==> src/rtl/pipe_pkg.sv <==
// Shared pipeline definitions: writeback source selectors, load funct3 codes
// and the writeback-stage state encoding.
package pipe_pkg;

    localparam logic [1:0] WB_ALU  = 2'd0;
    localparam logic [1:0] WB_LOAD = 2'd1;
    localparam logic [1:0] WB_PC4  = 2'd2;

    localparam logic [2:0] F3_LB  = 3'd0;
    localparam logic [2:0] F3_LH  = 3'd1;
    localparam logic [2:0] F3_LW  = 3'd2;
    localparam logic [2:0] F3_LBU = 3'd4;
    localparam logic [2:0] F3_LHU = 3'd5;

    typedef enum logic [1:0] {
        ST_EMPTY   = 2'd0,
        ST_FULL    = 2'd1,
        ST_WAIT_LD = 2'd2
    } wb_state_e;

endpackage

==> src/rtl/load_extract.sv <==
// Load-data aligner: picks the addressed byte/half/word out of an aligned
// memory word, extends it, and flags misaligned or illegal load encodings.
module load_extract
    import pipe_pkg::*;
#(
    parameter int XLEN = 32
) (
    input  logic [XLEN-1:0] rdata,
    input  logic [1:0]      off,
    input  logic [2:0]      funct3,
    output logic [XLEN-1:0] data,
    output logic            misalign
);

    logic [7:0]  byte_v;
    logic [15:0] half_v;

    always_comb begin
        byte_v = 8'h00;
        case (off)
            2'd0:    byte_v = rdata[7:0];
            2'd1:    byte_v = rdata[15:8];
            2'd2:    byte_v = rdata[23:16];
            default: byte_v = rdata[31:24];
        endcase
        half_v = off[1] ? rdata[31:16] : rdata[15:0];
    end

    always_comb begin
        data     = rdata;
        misalign = 1'b0;
        case (funct3)
            F3_LB:  data = {{(XLEN-8){byte_v[7]}}, byte_v};
            F3_LBU: data = {{(XLEN-8){1'b0}}, byte_v};
            F3_LH: begin
                data     = {{(XLEN-16){half_v[15]}}, half_v};
                misalign = off[0];
            end
            F3_LHU: begin
                data     = {{(XLEN-16){1'b0}}, half_v};
                misalign = off[0];
            end
            F3_LW: begin
                data     = rdata;
                misalign = (off != 2'd0);
            end
            // 011, 110, 111 are not loads; treat like a misaligned access.
            default: misalign = 1'b1;
        endcase
    end

endmodule

==> src/rtl/wb_stage.sv <==
// MEM/WB pipeline register with writeback mux and load aligner. Holds one
// instruction, waits for the data-memory response on loads, drives the RF.
module wb_stage
    import pipe_pkg::*;
#(
    parameter int XLEN      = 32,
    parameter int INSTRET_W = 64
) (
    input  logic                 clk,
    input  logic                 rstn,
    input  logic                 in_valid,
    output logic                 in_ready,
    input  logic [4:0]           in_rd,
    input  logic                 in_we,
    input  logic [1:0]           in_wb_sel,
    input  logic [2:0]           in_funct3,
    input  logic [XLEN-1:0]      in_alu,
    input  logic [XLEN-1:0]      in_pc,
    input  logic                 dm_rvalid,
    input  logic [XLEN-1:0]      dm_rdata,
    output logic                 rf_we,
    output logic [4:0]           rf_wa,
    output logic [XLEN-1:0]      rf_wd,
    output logic                 fwd_valid,
    output logic [4:0]           fwd_rd,
    output logic [XLEN-1:0]      fwd_data,
    output logic                 ld_misalign,
    output logic [INSTRET_W-1:0] instret,
    output wb_state_e            state
);

    // Handshake: an instruction moves from MEM to WB on a rising edge where
    // in_valid & in_ready; in_valid must hold its fields until that edge,
    // and in_ready may depend combinationally on dm_rvalid.

    wb_state_e state_q, state_d;

    logic [4:0]           held_rd;
    logic                 held_we;
    logic [1:0]           held_wb_sel;
    logic [2:0]           held_funct3;
    logic [XLEN-1:0]      held_alu;
    logic [XLEN-1:0]      held_pc;
    logic [INSTRET_W-1:0] instret_q;

    logic            accept;
    logic            retire;
    logic            is_load;
    logic            bad_load;
    logic [XLEN-1:0] ld_data;
    logic            ld_mis;

    load_extract #(.XLEN(XLEN)) u_load_extract (
        .rdata    (dm_rdata),
        .off      (held_alu[1:0]),
        .funct3   (held_funct3),
        .data     (ld_data),
        .misalign (ld_mis)
    );

    always_ff @(posedge clk or negedge rstn) begin
        if (!rstn) state_q <= ST_EMPTY;
        else       state_q <= state_d;
    end

    always_comb begin
        state_d  = state_q;
        in_ready = (state_q != ST_WAIT_LD) | dm_rvalid;
        accept   = in_valid & in_ready;
        retire   = (state_q == ST_FULL) | ((state_q == ST_WAIT_LD) & dm_rvalid);
        if (accept)      state_d = (in_wb_sel == WB_LOAD) ? ST_WAIT_LD : ST_FULL;
        else if (retire) state_d = ST_EMPTY;
    end

    always_ff @(posedge clk or negedge rstn) begin
        if (!rstn) begin
            held_rd     <= '0;
            held_we     <= 1'b0;
            held_wb_sel <= '0;
            held_funct3 <= '0;
            held_alu    <= '0;
            held_pc     <= '0;
        end else if (accept) begin
            held_rd     <= in_rd;
            held_we     <= in_we;
            held_wb_sel <= in_wb_sel;
            held_funct3 <= in_funct3;
            held_alu    <= in_alu;
            held_pc     <= in_pc;
        end
    end

    // Misalignment is only meaningful for a held load; funct3 is ignored otherwise.
    assign is_load  = (held_wb_sel == WB_LOAD);
    assign bad_load = is_load & ld_mis;

    always_comb begin
        case (held_wb_sel)
            WB_LOAD: rf_wd = ld_data;
            WB_PC4:  rf_wd = held_pc + XLEN'(4);
            default: rf_wd = held_alu;
        endcase
    end

    assign rf_we       = retire & held_we & (held_rd != 5'd0) & ~bad_load;
    assign rf_wa       = held_rd;
    assign ld_misalign = retire & bad_load;

    assign fwd_valid = rf_we;
    assign fwd_rd    = rf_wa;
    assign fwd_data  = rf_wd;

    always_ff @(posedge clk or negedge rstn) begin
        if (!rstn)                 instret_q <= '0;
        else if (retire & ~bad_load) instret_q <= instret_q + {{(INSTRET_W-1){1'b0}}, 1'b1};
    end

    assign instret = instret_q;
    assign state   = state_q;

endmodule
==> config.mk <==
export PLATFORM = sky130hd
export DESIGN_NAME = wb_stage
export DESIGN_NICKNAME = d
export VERILOG_FILES = /design/src/rtl/pipe_pkg.sv /design/src/rtl/load_extract.sv /design/src/rtl/wb_stage.sv
export SDC_FILE = /design/constraint.sdc
export NUM_CORES = 1
export LEC_CHECK = 0
export CAP_MARGIN = 30
export CORE_MARGIN = 2
export CORE_UTILIZATION = 50
export CTS_CLUSTER_SIZE = 10
export DETAILED_ROUTE_END_ITERATION = 10
export HOLD_SLACK_MARGIN = 0.06
export PLACE_DENSITY = 0.92
export SLEW_MARGIN = 0
export SYNTH_ARGS = -nofsm -noshare
export SYNTH_HDL_FRONTEND = slang
export SYNTH_SLANG_ARGS = --single-unit
export TNS_END_PERCENT = 100
==> constraint.sdc <==
create_clock -name clk -period 6 [get_ports clk]
set_clock_uncertainty 0.05 [all_clocks]
set_input_delay 0.9 -clock clk [delete_from_list [all_inputs] [get_ports clk]]
set_output_delay 0.9 -clock clk [all_outputs]
set_load 0.005 [all_outputs]
-- Yosys cells after proc, flatten, opt, wreduce, memory -nomap -nowiden
Cells that the tools add are included.
- add/sub/neg operators: 2
- eq/ne operators: 12
- muxes and demuxes: 8
- bitwise gates (word level): 11
- reductions and logical operators: 7
- operators with widths (cell ; number):
    one-hot mux 32 bit (4 select lines) ; 1
    adder 64 x 1 -> 64 bit, second input constant ; 1
    one-hot mux 32 bit (2 select lines) ; 1
    adder 32 x 3 -> 32 bit, second input constant ; 1
    one-hot mux 8 bit (3 select lines) ; 1
    two-way mux 16 bit ; 1
    AND 1 bit ; 8
    equality test 2 x 1 -> 1 bit, second input constant ; 4
    equality test 2 bit, second input constant ; 3
    equality test 3 bit, second input constant ; 2
    two-way mux 2 bit ; 3
    nonzero test 5 bit ; 1
    nonzero test 2 bit ; 2
    OR reduction 2 bit ; 2
    equality test 3 x 1 -> 1 bit, second input constant ; 1
    equality test 3 x 2 -> 1 bit, second input constant ; 1
    zero test 3 bit ; 1
    one-hot mux 1 bit (3 select lines) ; 1
    zero test 2 bit ; 1
    inequality test 2 bit, second input constant ; 1
    bitwise OR 1 bit ; 2
    NOT 1 bit ; 1
- register bits after elaboration: 141
- bits of input ports: 111
- output and inout bits: 144
- word-level logic and storage cells: 48

-- Depth between registers and ports, before layout
- word-level depth: 6
- mapped depth: 8
- gate-level depth less buffers: 6

-- By module
A second synthesis with hierarchy kept.
- cell total of the unflattened synthesis: 764
- area total of the unflattened synthesis: 8064.0 µm²
- by module, submodules not included (module ; times used ; cells an instance ; area an instance (µm²) ; sequential area each (µm²)):
    wb_stage ; 1 ; 667 ; 7270.7 ; 3528.4
    load_extract ; 1 ; 97 ; 793.3 ; 0.0

-- Worst setup path before layout
Ideal clock, no wire load.
- path kind: input-to-output
- start point: in dm_rdata[31]
- end point: out rf_wd[24]
- arrival: 2542 ps
- data required time: 5050 ps
- setup slack: 2508 ps
- cell stages on the path: 7
- path buffers: 3
- cells stage by stage: mux4_2 -> a221oi_1 -> nand2b_1 -> clkbuf_1 -> buf_2 -> o221ai_1 -> buf_4
- cells in the longest elaborated chain, start to end: 3
- elaborated cells between the ends (all ways): 4
- those cells by class: mux (4)
- ends and longest elaborated chain (element ; line ; RTL):
    start, declared ; wb_stage.sv:20 ; input logic [XLEN-1:0] dm_rdata,
    one-hot mux 8 bit (3 select lines) / two-way mux 16 bit (equally long branches) ; load_extract.sv:20, load_extract.sv:26 ;
    one-hot mux 32 bit (4 select lines) (*) ; load_extract.sv:32 ; case (funct3)
    one-hot mux 32 bit (2 select lines) (*) ; wb_stage.sv:98 ; case (held_wb_sel)
    end, declared ; wb_stage.sv:23 ; output logic [XLEN-1:0] rf_wd,
Mark *: on every way between the ends. The rest lies on a longest branch, timed or not.

-- Worst setup path after layout
- start point: in dm_rdata[15]
- end point: out rf_wd[22]
Same word-level chain as after synthesis.

==> run_results.csv <==
group,metric,value,unit
run_status,run_status,"completed",
detailed_routing,route.vias.total,6852,
timing,grt_setup_unrepaired,"false",
floorplanning,fp.dieArea,17000,um^2
timing,max_freq,0.206,GHz
power,power_switching,0.859,mW
floorplanning,core,15800,um^2
placement,io_buffer_count,254,
layout,utilization,0.694,
floorplanning,pin_count,255,
worst_setup_path,crit_fanout,16,
timing,number_of_max_slew_violations_in_the_final_report,0,
logic_synthesis,sequential_to_total_area_share_from_yosys_stat,0.441,
clock_tree,tritoncts,"yes",
clock_tree,cts-root-to-sink-buffers,2,
logic_synthesis,synth_top_area_share,0.441,
worst_setup_path,cpMaxStageDelayCell,"sky130_fd_sc_hd__nand2b_1",
detailed_routing,detailed_route_wire_length_per_cell,20.1,um
timing,slew_at_the_pin_closest_to_its_max_slew_limit,1.04,ns
worst_setup_path,crit-reg2reg-launch,"held_alu[1]$_DFFE_PN0P_",
hold_path,worstHoldPathType,"flip-flop to flip-flop",
timing,layout_setup_ws,1.14,ns
worst_setup_path,cp_slowest_stage_delay,0.71,ns
timing,min_period_over_period,0.810,
logic_synthesis,yosys_warnings,0,
clock_tree,post_cts.repair.setup_buffers,0,
detailed_routing,postRouteWirelength,24.1,mm
logic_synthesis,syn_inst,768,
global_routing,grt_pass1_wl,36.3,mm
logic_synthesis,muxShareOfSynthArea,0.123,
worst_setup_path,required,5.05,ns
power,power_frac_seq,0.387,
layout,final_common_cell,"sky130_fd_sc_hd__clkdlybuf4s50_1",
worst_setup_path,nature_of_the_critical_path_startpoint,"input port",
logic_synthesis,synth_enable_flop_cells,0,
clock_tree,h_tree_level_count,4,
logic_synthesis,synth_compound_area_frac,0.0858,
timing,final.setup.tns,0,ns
logic_synthesis,synthesis.nets,883,
placement,dp_hpwl,17.8,mm
clock_tree,worst_skew_pair.late_latency,0.41,ns
worst_setup_path,critical_path_class,"input port to output pin",
power,p_leak,4.43,nW
placement,dp_cells,1165,
power,swShare,0.291,
timing,final_hold_viol_count,0,
logic_synthesis,synth_fa_ha_area_frac,0.00625,
power,power.ir.vdd_worst,0.173,mV
worst_setup_path,timing.critical_path.from,"dm_rdata[15]",
logic_synthesis,synth_largest_area_cell,"sky130_fd_sc_hd__dfrtp_1",
clock_tree,post_cts_resize_count,0,
detailed_routing,remaining_antenna_violation_count,0,
detailed_routing,drt-pass1-iter-count,5,
placement,place_worst_setup_slack,1.19,ns
floorplanning,die_y,131,um
logic_synthesis,ys_seq_elements,141,
hold_path,holdCritStartpoint,"instret[63]$_DFFE_PN0P_",
clock_tree,holdBufCountCts,0,
global_routing,globalRouteOverflowTotal,0,
timing,final.min_clock_period,4.86,ns
placement,globalplace.congestion,0.959,
timing,final_setup_violation_count,0,
layout,final_cell_mix,"sky130_fd_sc_hd__clkdlybuf4s50_1 (253), sky130_fd_sc_hd__dfrtp_1 (141), sky130_fd_sc_hd__mux2_2 (79)",
floorplanning,chipWidth,131,um
layout,stdcell_count,1196,
power,share_clk_of_total_power,0.327,
run,cap_violations,0,
global_routing,antenna_violations_before_repair,1,
global_routing,maximum_number_of_pins_on_one_net_before_global_route_repair,79,
global_routing,grt_use_total,0.280,
detailed_routing,drt_first_iter_violations,510,
floorplanning,row_count,46,
worst_setup_path,endpoint_kind,"output pin",
logic_synthesis,synth-simple-area-share,0.177,
worst_setup_path,cpMostUsedCell,"sky130_fd_sc_hd__clkdlybuf4s50_1",
clock_tree,numCtsBuffers,17,
worst_setup_path,path_cells,"clkdlybuf4s50_1 > mux4_2 > a221oi_1 > nand2b_1 > a2bb2oi_1 > o21ai_0 > clkdlybuf4s50_1",
layout,design.final.nets,1083,
layout,layout-area-overhead-vs-synth,36.6,%
layout,post_route_cells_drive_above_1_share,0.146,
logic_synthesis,synth_cell_types,57,
detailed_routing,avgViaCountPerCell,5.73,
power,combinationalPowerShare,0.286,
global_routing,grt_pass1_vias,6687,
logic_synthesis,post_syn_area_per_cell,10.4,um^2
timing,max_slew_margin,0.307,
clock_tree,clock-sinks,141,
timing,fin_worst_hold_slack,0.430,ns
detailed_routing,drc_errors,0,
logic_synthesis,syn-cell-area,8010,um^2
logic_synthesis,main_combinational_cell_family_by_area_after_synthesis,"simple AND/OR/NAND/NOR gates",
logic_synthesis,synth-main-ff-cell,"sky130_fd_sc_hd__dfrtp_1",
floorplanning,initial_core_util,0.508,
logic_synthesis,synth.top_cells.by_area,"sky130_fd_sc_hd__dfrtp_1 (44%), sky130_fd_sc_hd__mux2_2 (11%), sky130_fd_sc_hd__xnor2_1 (5.8%)",
logic_synthesis,yosys.area_share.xor_xnor,0.0984,
clock_tree,cts_root_buf,"sky130_fd_sc_hd__clkbuf_16",
power,power.density,270,nW/um^2
logic_synthesis,synthArstFlopShare,1.00,
power,power_report.internal_total,2.09,mW
worst_setup_path,worst-endpoint-arrival,3.91,ns
clock_tree,clock_transition_at_the_register_clock_pins_on_the_worst_setup_and_hold_paths_after_cts,0.06,ns
layout,nFillCells,1190,
[cells in the mapped netlist (4+ instances only)]
library cell,count
sky130_fd_sc_hd__dfrtp_1,141
sky130_fd_sc_hd__mux2_2,79
sky130_fd_sc_hd__nand2_1,59
sky130_fd_sc_hd__xnor2_1,53
sky130_fd_sc_hd__buf_4,38
sky130_fd_sc_hd__xor2_1,37
sky130_fd_sc_hd__nor3_1,32
sky130_fd_sc_hd__a21oi_1,30
sky130_fd_sc_hd__nand4_1,30
sky130_fd_sc_hd__nor2_1,29
sky130_fd_sc_hd__nand3_1,27
sky130_fd_sc_hd__inv_1,23
sky130_fd_sc_hd__clkbuf_1,20
sky130_fd_sc_hd__o21ai_0,20
sky130_fd_sc_hd__nor4_1,14
sky130_fd_sc_hd__o221ai_1,14
sky130_fd_sc_hd__and3_1,9
sky130_fd_sc_hd__buf_2,8
sky130_fd_sc_hd__a2bb2oi_1,7
sky130_fd_sc_hd__mux2i_1,7
sky130_fd_sc_hd__nor2b_1,7
sky130_fd_sc_hd__nor4_2,7
sky130_fd_sc_hd__buf_1,6
sky130_fd_sc_hd__or3_1,6
sky130_fd_sc_hd__and4_1,5
sky130_fd_sc_hd__o211ai_1,5
sky130_fd_sc_hd__a31oi_1,4
sky130_fd_sc_hd__buf_6,4
sky130_fd_sc_hd__ha_1,4
sky130_fd_sc_hd__or2_2,4
[per-layer routing]
layer / part of all wire / vias up / global-route usage
met5: 0 / - / 0
li1: - / 3113 / -
met3: 0.099 / 51 / 0.0916
met1: 0.39 / 3349 / 0.344
met2: 0.48 / 339 / 0.467
met4: 0.024 / 0 / 0.0970
[through the flow]
step | area, um^2 | power [mW]
after CTS | 10900 | 2.96
after global placement | 10400 | 1.98
after floorplan | 8010 | 1.58
final | 10900 | 2.95
after global routing | 10900 | 3.09
after detailed placement | 10400 | 2.00
[logic make-up after synthesis]
group                    count (synthesis)
AO/OA/AOI/OAI                           98
multiplexers                            87
adder cells (fa/ha/maj)                  4
buffers and inverters                  100
flip-flops                             141
XOR/XNOR                                90
AND/OR/NAND/NOR                        248
[area by class of cell]
| class | instances | area [um^2] | share of cell area |
|---|---|---|---|
| Multi-Input combinational cell | 527 | 3930 | 0.359 |
| Timing Repair Buffer | 257 | 2580 | 0.236 |
| Clock buffer | 18 | 439 | 0.0402 |
| Clock inverter | 12 | 98.8 | 0.00904 |
| Sequential cell | 141 | 3530 | 0.323 |
| Inverter | 24 | 90.1 | 0.00824 |
| Antenna cell | 1 | 2.50 | 0.000229 |
| Tap cell | 216 | 270 | 0.0247 |
[state kept, by name, indices dropped and copies added (netlist names)]
signal,cells
fwd_rd,5
held_alu,32
held_funct3,3
held_pc,32
held_wb_sel,2
held_we,1
instret,64
state,2
[path summary, 6_finish.rpt]
kind / cells after the start / slack [ns] / end
worst max-delay path: 7 / 1.14 / rf_wd[22]
worst min-delay path: 1 / 0.43 / instret[63]$_DFFE_PN0P_
worst max register to register: 5 / 3.02 / instret[63]$_DFFE_PN0P_
worst min register to register: 1 / 0.43 / instret[63]$_DFFE_PN0P_
max in group asynchronous: 2 / 4.13 / held_pc[22]$_DFFE_PN0P_
min in group asynchronous: 1 / 0.45 / instret[62]$_DFFE_PN0P_
[power by group through the flow]
| stage | Combinational (mW) | Sequential (mW) | Clock [mW] |
|---|---|---|---|
| 3_5_place_dp | 0.842 | 1.15 | 0 |
| 2_1_floorplan | 0.459 | 1.12 | 0 |
| 5_1_grt | 0.912 | 1.16 | 1.03 |
| 3_3_place_gp | 0.827 | 1.15 | 0 |
| 6_report | 0.845 | 1.14 | 0.965 |
| 4_1_cts | 0.847 | 1.14 | 0.978 |
[worst max-delay path: cells and delay by family]
kind	cells	cell delay [ns]
AND/OR/NAND/NOR	1	0.71
AO/OA/AOI/OAI	3	0.75
buffers and inverters	2	1.01
multiplexers	1	0.53
Note: power is estimated with default switching activity, not from simulation.
